File: src/rtl/tile_recorder.sv
// tile_recorder: records button presses into a chart, one 3-bit row per beat.
// Optional macro REC_DEBOUNCE_EN requires three consecutive low samples per press.
`default_nettype none

module tile_recorder #(
    parameter int BEAT_DIV   = 50000000,
    parameter int SAMPLE_DIV = 50000,
    parameter int DEPTH      = 100
) (
    input  logic       clk,
    input  logic       rst,
    input  logic       btn1,
    input  logic       btn2,
    input  logic       btn3,
    input  logic       start,
    input  logic [6:0] rd_addr,
    output logic [2:0] rd_data,
    output logic       rec_busy,
    output logic       rec_done,
    output logic [6:0] wr_count,
    output logic       beat_tick
);

    localparam int BW = (BEAT_DIV > 1) ? $clog2(BEAT_DIV) : 1;
    localparam int SW = (SAMPLE_DIV > 1) ? $clog2(SAMPLE_DIV) : 1;
    localparam int AW = (DEPTH > 1) ? $clog2(DEPTH) : 1;

    localparam logic [BW-1:0] BEAT_LAST   = BW'(BEAT_DIV - 1);
    localparam logic [SW-1:0] SAMPLE_LAST = SW'(SAMPLE_DIV - 1);
    localparam logic [6:0]    ROW_LAST    = 7'(DEPTH - 1);

    localparam logic [1:0] S_IDLE   = 2'd0;
    localparam logic [1:0] S_RECORD = 2'd1;
    localparam logic [1:0] S_DONE   = 2'd2;

    logic [1:0]    state;
    logic [BW-1:0] beat_cnt;
    logic [SW-1:0] sample_cnt;
    logic [2:0]    hit;
    logic [2:0]    mem [0:DEPTH-1];

    logic       in_rec;
    logic       start_rec;
    logic       sample_tick;
    logic       beat_end;
    logic [2:0] lane_low;
    logic [2:0] qual;
    logic [2:0] press;

    assign in_rec      = (state == S_RECORD);
    assign start_rec   = start && !in_rec;
    assign sample_tick = in_rec && (sample_cnt == SAMPLE_LAST);
    assign beat_end    = in_rec && (beat_cnt == BEAT_LAST);
    assign lane_low    = ~{btn1, btn2, btn3};
    assign press       = sample_tick ? qual : 3'b000;

    assign rec_busy = in_rec;
    assign rec_done = (state == S_DONE);

`ifdef REC_DEBOUNCE_EN
    // run[i] counts previous consecutive low ticks, capped at 2
    logic [2:0][1:0] run;

    always_ff @(posedge clk) begin
        if (rst || start_rec) begin
            run <= '0;
        end else if (sample_tick) begin
            for (int i = 0; i < 3; i++) begin
                if (!lane_low[i])
                    run[i] <= 2'd0;
                else if (run[i] != 2'd2)
                    run[i] <= run[i] + 2'd1;
            end
        end
    end

    always_comb begin
        qual = 3'b000;
        for (int i = 0; i < 3; i++)
            qual[i] = lane_low[i] && (run[i] == 2'd2);
    end
`else
    assign qual = lane_low;
`endif

    always_ff @(posedge clk) begin
        if (rst) begin
            state      <= S_IDLE;
            beat_cnt   <= '0;
            sample_cnt <= '0;
            hit        <= 3'b000;
            wr_count   <= 7'd0;
            beat_tick  <= 1'b0;
            rd_data    <= 3'b000;
        end else begin
            beat_tick <= beat_end;
            // wr_count hides stale rows, including those from a previous recording
            rd_data   <= (rd_addr < wr_count) ? mem[rd_addr[AW-1:0]] : 3'b000;
            case (state)
                S_IDLE, S_DONE: begin
                    if (start) begin
                        state      <= S_RECORD;
                        beat_cnt   <= '0;
                        sample_cnt <= '0;
                        hit        <= 3'b000;
                        wr_count   <= 7'd0;
                    end
                end
                S_RECORD: begin
                    sample_cnt <= sample_tick ? '0 : sample_cnt + 1'b1;
                    beat_cnt   <= beat_end ? '0 : beat_cnt + 1'b1;
                    if (beat_end) begin
                        hit      <= 3'b000;
                        wr_count <= wr_count + 7'd1;
                        if (wr_count == ROW_LAST)
                            state <= S_DONE;
                    end else begin
                        hit <= hit | press;
                    end
                end
                default: state <= S_IDLE;
            endcase
        end
    end

    // Same-cycle sample press belongs to the ending beat
    always_ff @(posedge clk) begin
        if (!rst && beat_end)
            mem[wr_count[AW-1:0]] <= hit | press;
    end

endmodule

`default_nettype wire
File: config.mk
export PLATFORM = sky130hd
export DESIGN_NAME = tile_recorder
export DESIGN_NICKNAME = d
export VERILOG_FILES = /design/src/rtl/tile_recorder.sv
export SDC_FILE = /design/constraint.sdc
export NUM_CORES = 1
export LEC_CHECK = 0
export CAP_MARGIN = 20
export CORE_MARGIN = 10
export CORE_UTILIZATION = 65
export CTS_BUF_LIST = sky130_fd_sc_hd__clkbuf_8
export CTS_CLUSTER_SIZE = 10
export DETAILED_ROUTE_END_ITERATION = 16
export GPL_TIMING_DRIVEN = 1
export PLACE_DENSITY = 0.82
export REMOVE_ABC_BUFFERS = 1
export SYNTH_ARGS = -nofsm -noshare
export SYNTH_HDL_FRONTEND = slang
export SYNTH_SLANG_ARGS = --single-unit
File: constraint.sdc
create_clock -name clk -period 9.8 [get_ports clk]
set_input_delay 0.98 -clock clk [delete_from_list [all_inputs] [get_ports clk]]
set_output_delay 0.98 -clock clk [all_outputs]
set_load 0.1 [all_outputs]
== Word-level counts from Yosys, hierarchy flattened ==
Memory sizes are Yosys's and may differ from the RTL's. A register that Yosys moved wholly into a read port is not among the register bits.
Index checks and enable logic that the tools add are counted.
Storage, ports and cells
  memories: 1
  bits of input ports: 13
  RAM bits: 300
  logic and storage cells: 52
  output and inout port bits: 13
  bits in registers: 55
Memory list
  mem: depth 100, bits a word 3, rd ports 1, clocked after memory_dff 1, wr ports 1, line 40  | logic [2:0] mem [0:DEPTH-1];
Operators by class
  bitwise gates (word level): 3
  $add $sub $neg: 3
  order comparisons: 1
  muxes and demuxes: 19
  eq/ne operators: 8
  reductions and logical operators: 11
Operators with widths (count)
  $mux W26: 2
  $pmux W26 S2: 1
  $mux W16: 2
  $pmux W16 S2: 1
  $add A26 B1 Y26 const B: 1
  $eq A26 B26 Y1 const B: 1
  $add A16 B1 Y16 const B: 1
  $eq A16 B16 Y1 const B: 1
  $mux W7: 2
  $pmux W7 S2: 1
  $mux W3: 3
  $add A7 B1 Y7 const B: 1
  $eq A7 B7 Y1 const B: 1
  $lt A7 B7 Y1: 1
  $mux W2: 3
  $pmux W3 S2: 1
  $reduce_and A3 Y1: 2
  $ne A2 B1 Y1 const B: 2
  $pmux W2 S2: 1
  $reduce_or A2 Y1: 2
  $logic_and A1 B1 Y1: 3
  $not A3 Y3: 1
  $or A3 B3 Y3: 1
  $eq A2 B1 Y1 const B: 1
  8 further kinds: 9

== Longest topological paths before layout ==
Gate-level depths: netlist (run 1).
  depth in word-level cells: 6
  mapped depth: 10
  gate-level depth less buffers: 7

== Worst setup path after synthesis (run 1) ==
Ideal clock, no wire load.
  kind: reg-to-reg
  start: reg sample_cnt[0]
  end: mem mem[0][0] (data pin)
  library setup time: 0.718 ns
  setup slack: 5.282 ns
  buffers on the path: 0
  required time: 9.082 ns
  cell stages (with the launch flop): 6
  arrival time: 3.800 ns
  cell sequence: dfxtp_1 > ha_1 > and3_1 > nand4_1 > or2_2 > o21bai_1
Between the ends
  word-level cells in the longest chain between the ends: 4
Ends and longest elaborated chain
  start: declaration: line 38  | logic [SW-1:0] sample_cnt;
  start signal: assignment: line 110  | sample_cnt <= sample_tick ? '0 : sample_cnt + 1'b1;
  $eq A16 B16 Y1: line 52  | assign sample_tick = in_rec && (sample_cnt == SAMPLE_LAST);
  $logic_and A1 B1 Y1: line 52
  $mux W3: line 55  | assign press = sample_tick ? qual : 3'b000;
  $or A3 B3 Y3: line 129  | mem[wr_count[AW-1:0]] <= hit | press;
  end: declaration: line 40
No other way between the ends.

== Worst setup path in the final report (run 1) ==
  start: reg state[0]
  end: out rec_busy
Between the ends
  word-level cells in the longest chain between the ends: 1
Ends and longest elaborated chain
  start: declaration: line 36  | logic [1:0] state;
  start signal: assignment: line 88  | state <= S_IDLE;
  start signal: assignment: line 102  | state <= S_RECORD;
  start signal: assignment: line 116  | state <= S_DONE;
  $eq A2 B1 Y1: line 50  | assign in_rec = (state == S_RECORD);
  end: declaration: line 18  | output logic rec_busy,
No other way between the ends.

==> summary.md, run 1 <==
| Metric | Value |
|---|---|
| Clk network pwr share | `39.1%` |
| Post-CTS setup buffers | `0` |
| Top-count cell post-synth | `edfxtp_1` |
| Placed cell areas | `15500 um^2` |
| Post-synth top cells | `300 x edfxtp_1, 168 x nor2_1, 61 x mux4_2, 58 x dfxtp_1, 45 x nand2_1` |
| CP Launch Type | `register` |
| Largest family of logic cells by synthesized area | `multiplexers` |
| Pin count of the biggest net entering global routing | `102` |
| CTS buffer count | `55` |
| Pint | `2.26 mW` |
| DR WL/cell | `24.1 um` |
| CP required | `8.82 ns` |
| Tcrit/Tclk final | `37.5%` |
| Fmax | `272 MHz` |
| Rows | `55` |
| Worst-path clk slew | `0.06 ns` |
| ANT cells | `0` |
| Skew final | `0.0200 ns` |
| Post-DP HPWL | `20.2 mm` |
| Multiplexer share of the synthesized area | `12.6%` |
| IO Count | `26` |
| Fin area | `16500 um^2` |
| Post-synth top flop | `edfxtp_1` |
| First-pass GRT wire length | `52.0 mm` |
| Final min period | `3.68 ns` |
| Syn_area_per_cell | `15.0 um^2` |
| GR Overflow Total | `0` |
| Detailed-route via count | `8945` |
| Ys Warns | `0` |
| CTS sink count | `358` |
| Fill cells | `1425` |
| Iter 0 DRT Violations | `1153` |
| Flop pwr share | `56.4%` |
| Place WS | `5.77 ns` |
| Psw | `0.629 mW` |
| GRT Total Usage | `23.1%` |
| Port bufs | `25` |
| Max VDD drop | `122 uV` |
| Yosys cell types | `66` |
| Hold Path Class | `reg2reg` |
| Crit-path max FO | `10` |
| Starting Density | `66.4%` |
| Skew-Pair Late Insertion Delay | `0.57 ns` |
| Chip Width | `172 um` |
| CP arrival | `2.70 ns` |
| Remaining antenna violation count after routing | `0` |
| Seq cells post-synth | `358` |
| Die Span Y | `172 um` |
| Post_cts resized | `0` |
| Initial antenna violation count | `0` |
| Net Sw Frac | `21.8%` |
| Sequential share of the synthesized area | `67.4%` |
| Status | `complete, no violations` |
| Finish-stage setup viols | `0` |
| Post-synth EDFFs | `300` |
| H-tree levels | `2` |
| Worst Slack Setup Final | `6.12 ns` |
| DRC violations left | `0` |
| Hold-fix buffer count after cts | `0` |
| Mean number of vias per cell | `6.54` |
| Final hold violations | `0` |
| Mapped Cells | `1005` |
| Comb pwr share | `4.5%` |
| RSZ-0062 raised after global routing | `false` |
| Kind of critical path | `reg2out` |
| CTS tree | `done` |
| Leakage | `5.39 nW` |
| Compound-gate portion of the synthesized area | `4.48%` |
| Finished Core Util | `72.5%` |
| Power Dens Cells | `175 nW/um^2` |
| DR pass1 iterations | `5` |
| Fraction of layout cells with a size suffix above 1 | `14.6%` |
| CTS max path bufs | `3` |
| Max_cap viols | `0` |
| Synth Area in Simple Gates | `10.8%` |
| Synth area leader | `edfxtp_1` |
| Layout area overhead | `9.15%` |
| Crit end category | `output port` |
| Final Wtd Congestion | `0.827` |
| Vias in the first global route | `9068` |
| Worst Tran Pin Value | `1.04 ns` |
| Post-layout nets | `1066` |
| Top cell type's share of synthesized area | `59.7%` |
| Max-slew violations | `0` |
| Xor/xnor share of the synthesized area | `1.68%` |
| Ys async rst share | `0%` |
| Slew headroom | `30.7%` |
| Core ar. | `22700 um^2` |
| CTS Root Cell | `clkbuf_8` |
| Die area | `29700 um^2` |
| Final WL | `33.0 mm` |
| Final TNS setup | `0 ns` |
| Top area cells in the synthesized netlist | `edfxtp_1 60%, mux4_2 9.1%, dfxtp_1 7.7%` |
| Post-Syn Area | `15100 um^2` |
| Post-synthesis adder-cell area fraction | `0.746%` |
registers in the layout (all words and copies together) (netlist names):
register	flops
state	2
hit	3
mem	300
wr_count	7
beat_cnt	26
sample_cnt	16
rd_data	3
beat_tick	1
layout make-up:
| cell class | count | area (um^2) | area share [%] |
|---|---|---|---|
| multi-input combinational | 584 | 4610 | 28.0 |
| clock buffer | 56 | 771 | 4.68 |
| tap | 285 | 357 | 2.17 |
| sequential | 358 | 10200 | 61.8 |
| timing repair buffer | 34 | 308 | 1.87 |
| clock inverter | 40 | 216 | 1.31 |
| inverter | 11 | 41.3 | 0.251 |
through the flow:
stage | std cells | power [mW] | hold slack (ns)
floorplan | 953 | 1.73 | 0.447
global placement | 1272 | 1.79 | 0.468
detailed placement | 1272 | 1.79 | 0.478
CTS | 1368 | 2.91 | 0.485
global route | 1368 | 2.98 | 0.505
finish | 1368 | 2.89 | 0.486
layout by cell type, fill, tap and decap left out, drive strengths merged, types with 3 or more instances in the layout:
master / count
edfxtp: 300
nor2: 168
mux4: 63
dfxtp: 58
clkbuf: 56
nand2: 45
mux2i: 40
a21oi: 25
clkinv: 25
inv: 23
nand3: 22
clkdlybuf4s50: 22
nand4: 21
xor2: 19
o21ai: 15
nor2b: 12
nor3: 12
buf: 12
a22oi: 11
and3: 10
xnor2: 10
nand2b: 9
ha: 9
a31oi: 7
a211oi: 7
mux2: 7
or3: 6
nor4b: 5
a311oi: 5
nand3b: 4
and4: 4
a21o: 4
o21bai: 4
or4: 3
o211ai: 3
nor3b: 3
a221oi: 3
and2: 3
nor4: 3
path summary, 6_finish.rpt:
check,startpoint,end,slack [ns],cells past startpoint
setup reg to reg,beat_cnt[9],mem[65][0],6.81,6
setup / recovery,state[0],rec_busy,6.12,3
hold / removal,beat_cnt[25],beat_cnt[25],0.49,2
hold reg to reg,beat_cnt[25],beat_cnt[25],0.49,2
cell families (layout without fill, tap and decap cells):
logic type	count (synthesis)	in the layout
buf+inv	63	141
mux	110	110
xor+xnor	29	29
simple gates	336	336
compound gates	100	100
fa+ha+maj	9	9
flops	358	358
power groups by stage:
| stage | logic [mW] | clock network (mW) | registers [mW] |
|---|---|---|---|
| floorplan | 0.0680 | 0 | 1.67 |
| global placement | 0.125 | 0 | 1.66 |
| detailed placement | 0.128 | 0 | 1.66 |
| CTS | 0.129 | 1.15 | 1.63 |
| global route | 0.138 | 1.22 | 1.63 |
| finish | 0.129 | 1.13 | 1.63 |
per-layer routing:
metal	up-vias	global-route usage [%]	part of all wire (%)
met2	447	37.0	49
met3	62	4.86	8.9
li1	3965	-	-
met4	0	7.01	2.3
met1	4471	31.3	40
met5	-	0	0
critical path, cell delays in order (launching register included):
cell and delay [ns]:
dfxtp_1 0.38, nand2b_1 0.28, inv_2 0.27, clkdlybuf4s50_1 1.18
Note: power is estimated with default switching activity, not from simulation.
==> inputs of run 2 (changes only) <==
==> constraint.sdc (replaced) <==
create_clock -name clk -period 3.5 [get_ports clk]
set_input_delay 0.35 -clock clk [delete_from_list [all_inputs] [get_ports clk]]
set_output_delay 0.35 -clock clk [all_outputs]
set_load 0.1 [all_outputs]
==> run 2 against run 1 <==
Effect of this change: clock skew increased by 0.0075 ns; sequential cell count unchanged; cell area increased by 1.4%; critical endpoint is now mem[13][1]; hold slack improved by 0.025 ns; global-route usage increased by 0.21 points; first-iteration DRC count decreased by 1.6%; final cell count increased by 1.3%; non-clock buffer count increased by 16; via count increased by 1.1%.
==> summary.md, run 2 (synthesis gave the netlist of run 1 again) <==
| Metric | Value |
|---|---|
| Status | `complete, no violations` |
| Final TNS setup | `0 ns (unchanged)` |
| Initial antenna violation count | `0 (unchanged)` |
| Worst reg-to-reg setup slack | `0.64 ns (-6.17 ns)` |
| Mean number of vias per cell | `6.53 (-0.20%)` |
| CP required | `3.73 ns (-5.09 ns)` |
| CP Launch Type | `register` |
| CTS max path bufs | `3 (unchanged)` |
| Pin count of the biggest net entering global routing | `101 (-0.98%)` |
| CP arrival | `3.10 ns (+0.40 ns)` |
| Most common cell after layout, fill and taps aside | `edfxtp_1` |
| Post-CTS setup buffers | `0 (unchanged)` |
| Reg area | `10200 um^2 (unchanged)` |
| Finish-stage setup viols | `0 (unchanged)` |
| RSZ-0062 raised after global routing | `false` |
| H-tree levels | `2 (unchanged)` |
| Die area | `29700 um^2 (unchanged)` |
| Met1 GRT Util | `30.9% (-0.35 points)` |
| Tcrit/Tclk final | `81.8%` |
| RR Endpoint | `mem[13][1]` |
| Worst hold slack | `0.510 ns (+0.0246 ns)` |
| Post_cts resized | `0 (unchanged)` |
| Worst Tran Pin Value | `1.02 ns (-0.0197 ns)` |
| Max_cap viols | `0 (unchanged)` |
| Fmax | `349 MHz` |
| Met2 Use GR | `35.9% (-1.1 points)` |
| Power Dens Cells | `491 nW/um^2 (+180%)` |
| Chip Width | `172 um (unchanged)` |
| Fill cells | `1422 (-0.21%)` |
| CTS buffer count | `53 (-3.6%)` |
| Hold Startpoint | `beat_cnt[23]` |
| Crit-path max FO | `8 (-2)` |
| Leakage | `5.54 nW (+2.7%)` |
| CTS Root Cell | `clkbuf_8` |
| Post-DP HPWL | `21.0 mm (+3.7%)` |
| Final WL | `33.4 mm (+1.4%)` |
| R2R depth | `6 (unchanged)` |
| DRC violations left | `0 (unchanged)` |
| Place WS | `0.654 ns (-5.12 ns)` |
| Worst-path clk slew | `0.06 ns (about the same)` |
| Commonest cells after routing, fill and taps aside | `300 x edfxtp_1, 168 x nor2_1, 61 x mux4_2` |
| Starting Density | `66.4% (unchanged)` |
| Skew final | `0.0275 ns (+0.00750 ns)` |
| Multi-input logic area | `4610 um^2 (unchanged)` |
| Detailed-route via count | `9045 (+1.1%)` |
| Core ar. | `22700 um^2 (unchanged)` |
| Iter 0 DRT Violations | `1135 (-1.6%)` |
| Fraction of layout cells with a size suffix above 1 | `16.0% (+1.4 points)` |
| GR peak layer | `met2` |
| Finished Core Util | `73.5% (+0.98 points)` |
| Hold-fix buffer count after cts | `0 (unchanged)` |
| Kind of critical path | `reg2reg` |
| Max VDD drop | `344 uV (+180%)` |
| GR Overflow Total | `0 (unchanged)` |
| Final hold violations | `0 (unchanged)` |
| Global routing usage on met3 | `5.97% (+1.1 points)` |
| DR pass1 iterations | `5 (unchanged)` |
| Hold Path Class | `reg2reg` |
| Rows | `55 (unchanged)` |
| IO Count | `26 (unchanged)` |
| Worst Slack Setup Final | `0.638 ns (-5.49 ns)` |
| Flip-flop count of the largest register, all copies and words added | `300 (unchanged)` |
| Vias in the first global route | `9074 (+0.066%)` |
| Skew-Pair Late Insertion Delay | `0.59 ns (+0.02 ns)` |
| Max-slew violations | `0 (unchanged)` |
| Setup crit start | `beat_cnt[9]` |
| Port bufs | `25 (unchanged)` |
| GRT Total Usage | `23.3% (+0.21 points)` |
| ANT cells | `0 (unchanged)` |
| CTS sink count | `358 (unchanged)` |
| Remaining antenna violation count after routing | `0 (unchanged)` |
| Post-layout nets | `1080 (+1.3%)` |
| Final Wtd Congestion | `0.867 (+4.8%)` |
| CTS tree | `done` |
| Crit end category | `register` |
| Reg-to-Reg Start | `beat_cnt[9]` |
| Die Span Y | `172 um (unchanged)` |
| CP endpoint | `mem[13][1]` |
| DR WL/cell | `24.1 um (about the same)` |
| Layout area overhead | `10.6%` |
| Slew headroom | `32.0% (+1.3 points)` |
| First-pass GRT wire length | `52.0 mm (about the same)` |
| Final min period | `2.86 ns` |
## run 2: cell types whose count changed in the layout (fill, tap and decap cells not counted), sizes merged
| cell | delta |
|---|---|
| buf | +17 |
| bufinv | +1 |
| clkbuf | +1 |
| clkdlybuf4s50 | -1 |
| clkinv | -8 |
| inv | +8 |
## run 2: how the worst min path moves through the flow
stage / to / depth (start not counted)
final: beat_cnt[23] / 2
after global routing: beat_cnt[25] / 2
after CTS: state[1] / 4
after detailed placement: beat_cnt[23] / 2
after global placement: beat_cnt[25] / 2
after floorplan: beat_cnt[15] / 1
## run 2: metal layers
layer | up-vias | part of all wire, %
met1 | 4431 | 39
li1 | 3994 | -
met5 | - | 0
met3 | 93 | 11
met2 | 527 | 47
met4 | 0 | 3.4
## run 2: report_power, final
| group | leakage, nW | switching [mW] | internal [mW] |
|---|---|---|---|
| combinational | 1.69 | 0.219 | 0.155 |
| clock | 0.606 | 1.55 | 1.72 |
| sequential | 3.25 | 0.00584 | 4.56 |
## run 2: per-stage QoR
step | power, mW | instance area, um^2 | instances
floorplan | 4.85 | 14800 | 953
global placement | 5.02 | 15700 | 1288
detailed placement | 5.02 | 15700 | 1288
CTS | 8.23 | 16700 | 1386
global route | 8.46 | 16700 | 1386
finish | 8.20 | 16700 | 1386
## run 2: area by class of cell
cell class | count | area share [%]
Tap cell | 285 | 2.14
Sequential cell | 358 | 60.9
Clock buffer | 57 | 4.70
Timing Repair Buffer | 50 | 2.92
Inverter | 11 | 0.247
Clock inverter | 41 | 1.47
Multi-Input combinational cell | 584 | 27.6
## run 2: worst max-delay path: stages, from the launching register on
cell and delay [ns]:
dfxtp_1 0.36, nor4_1 0.36, nand3b_1 0.25, nor3_1 0.47, and3_1 0.38, nand2_1 0.27
nor2_1 0.39
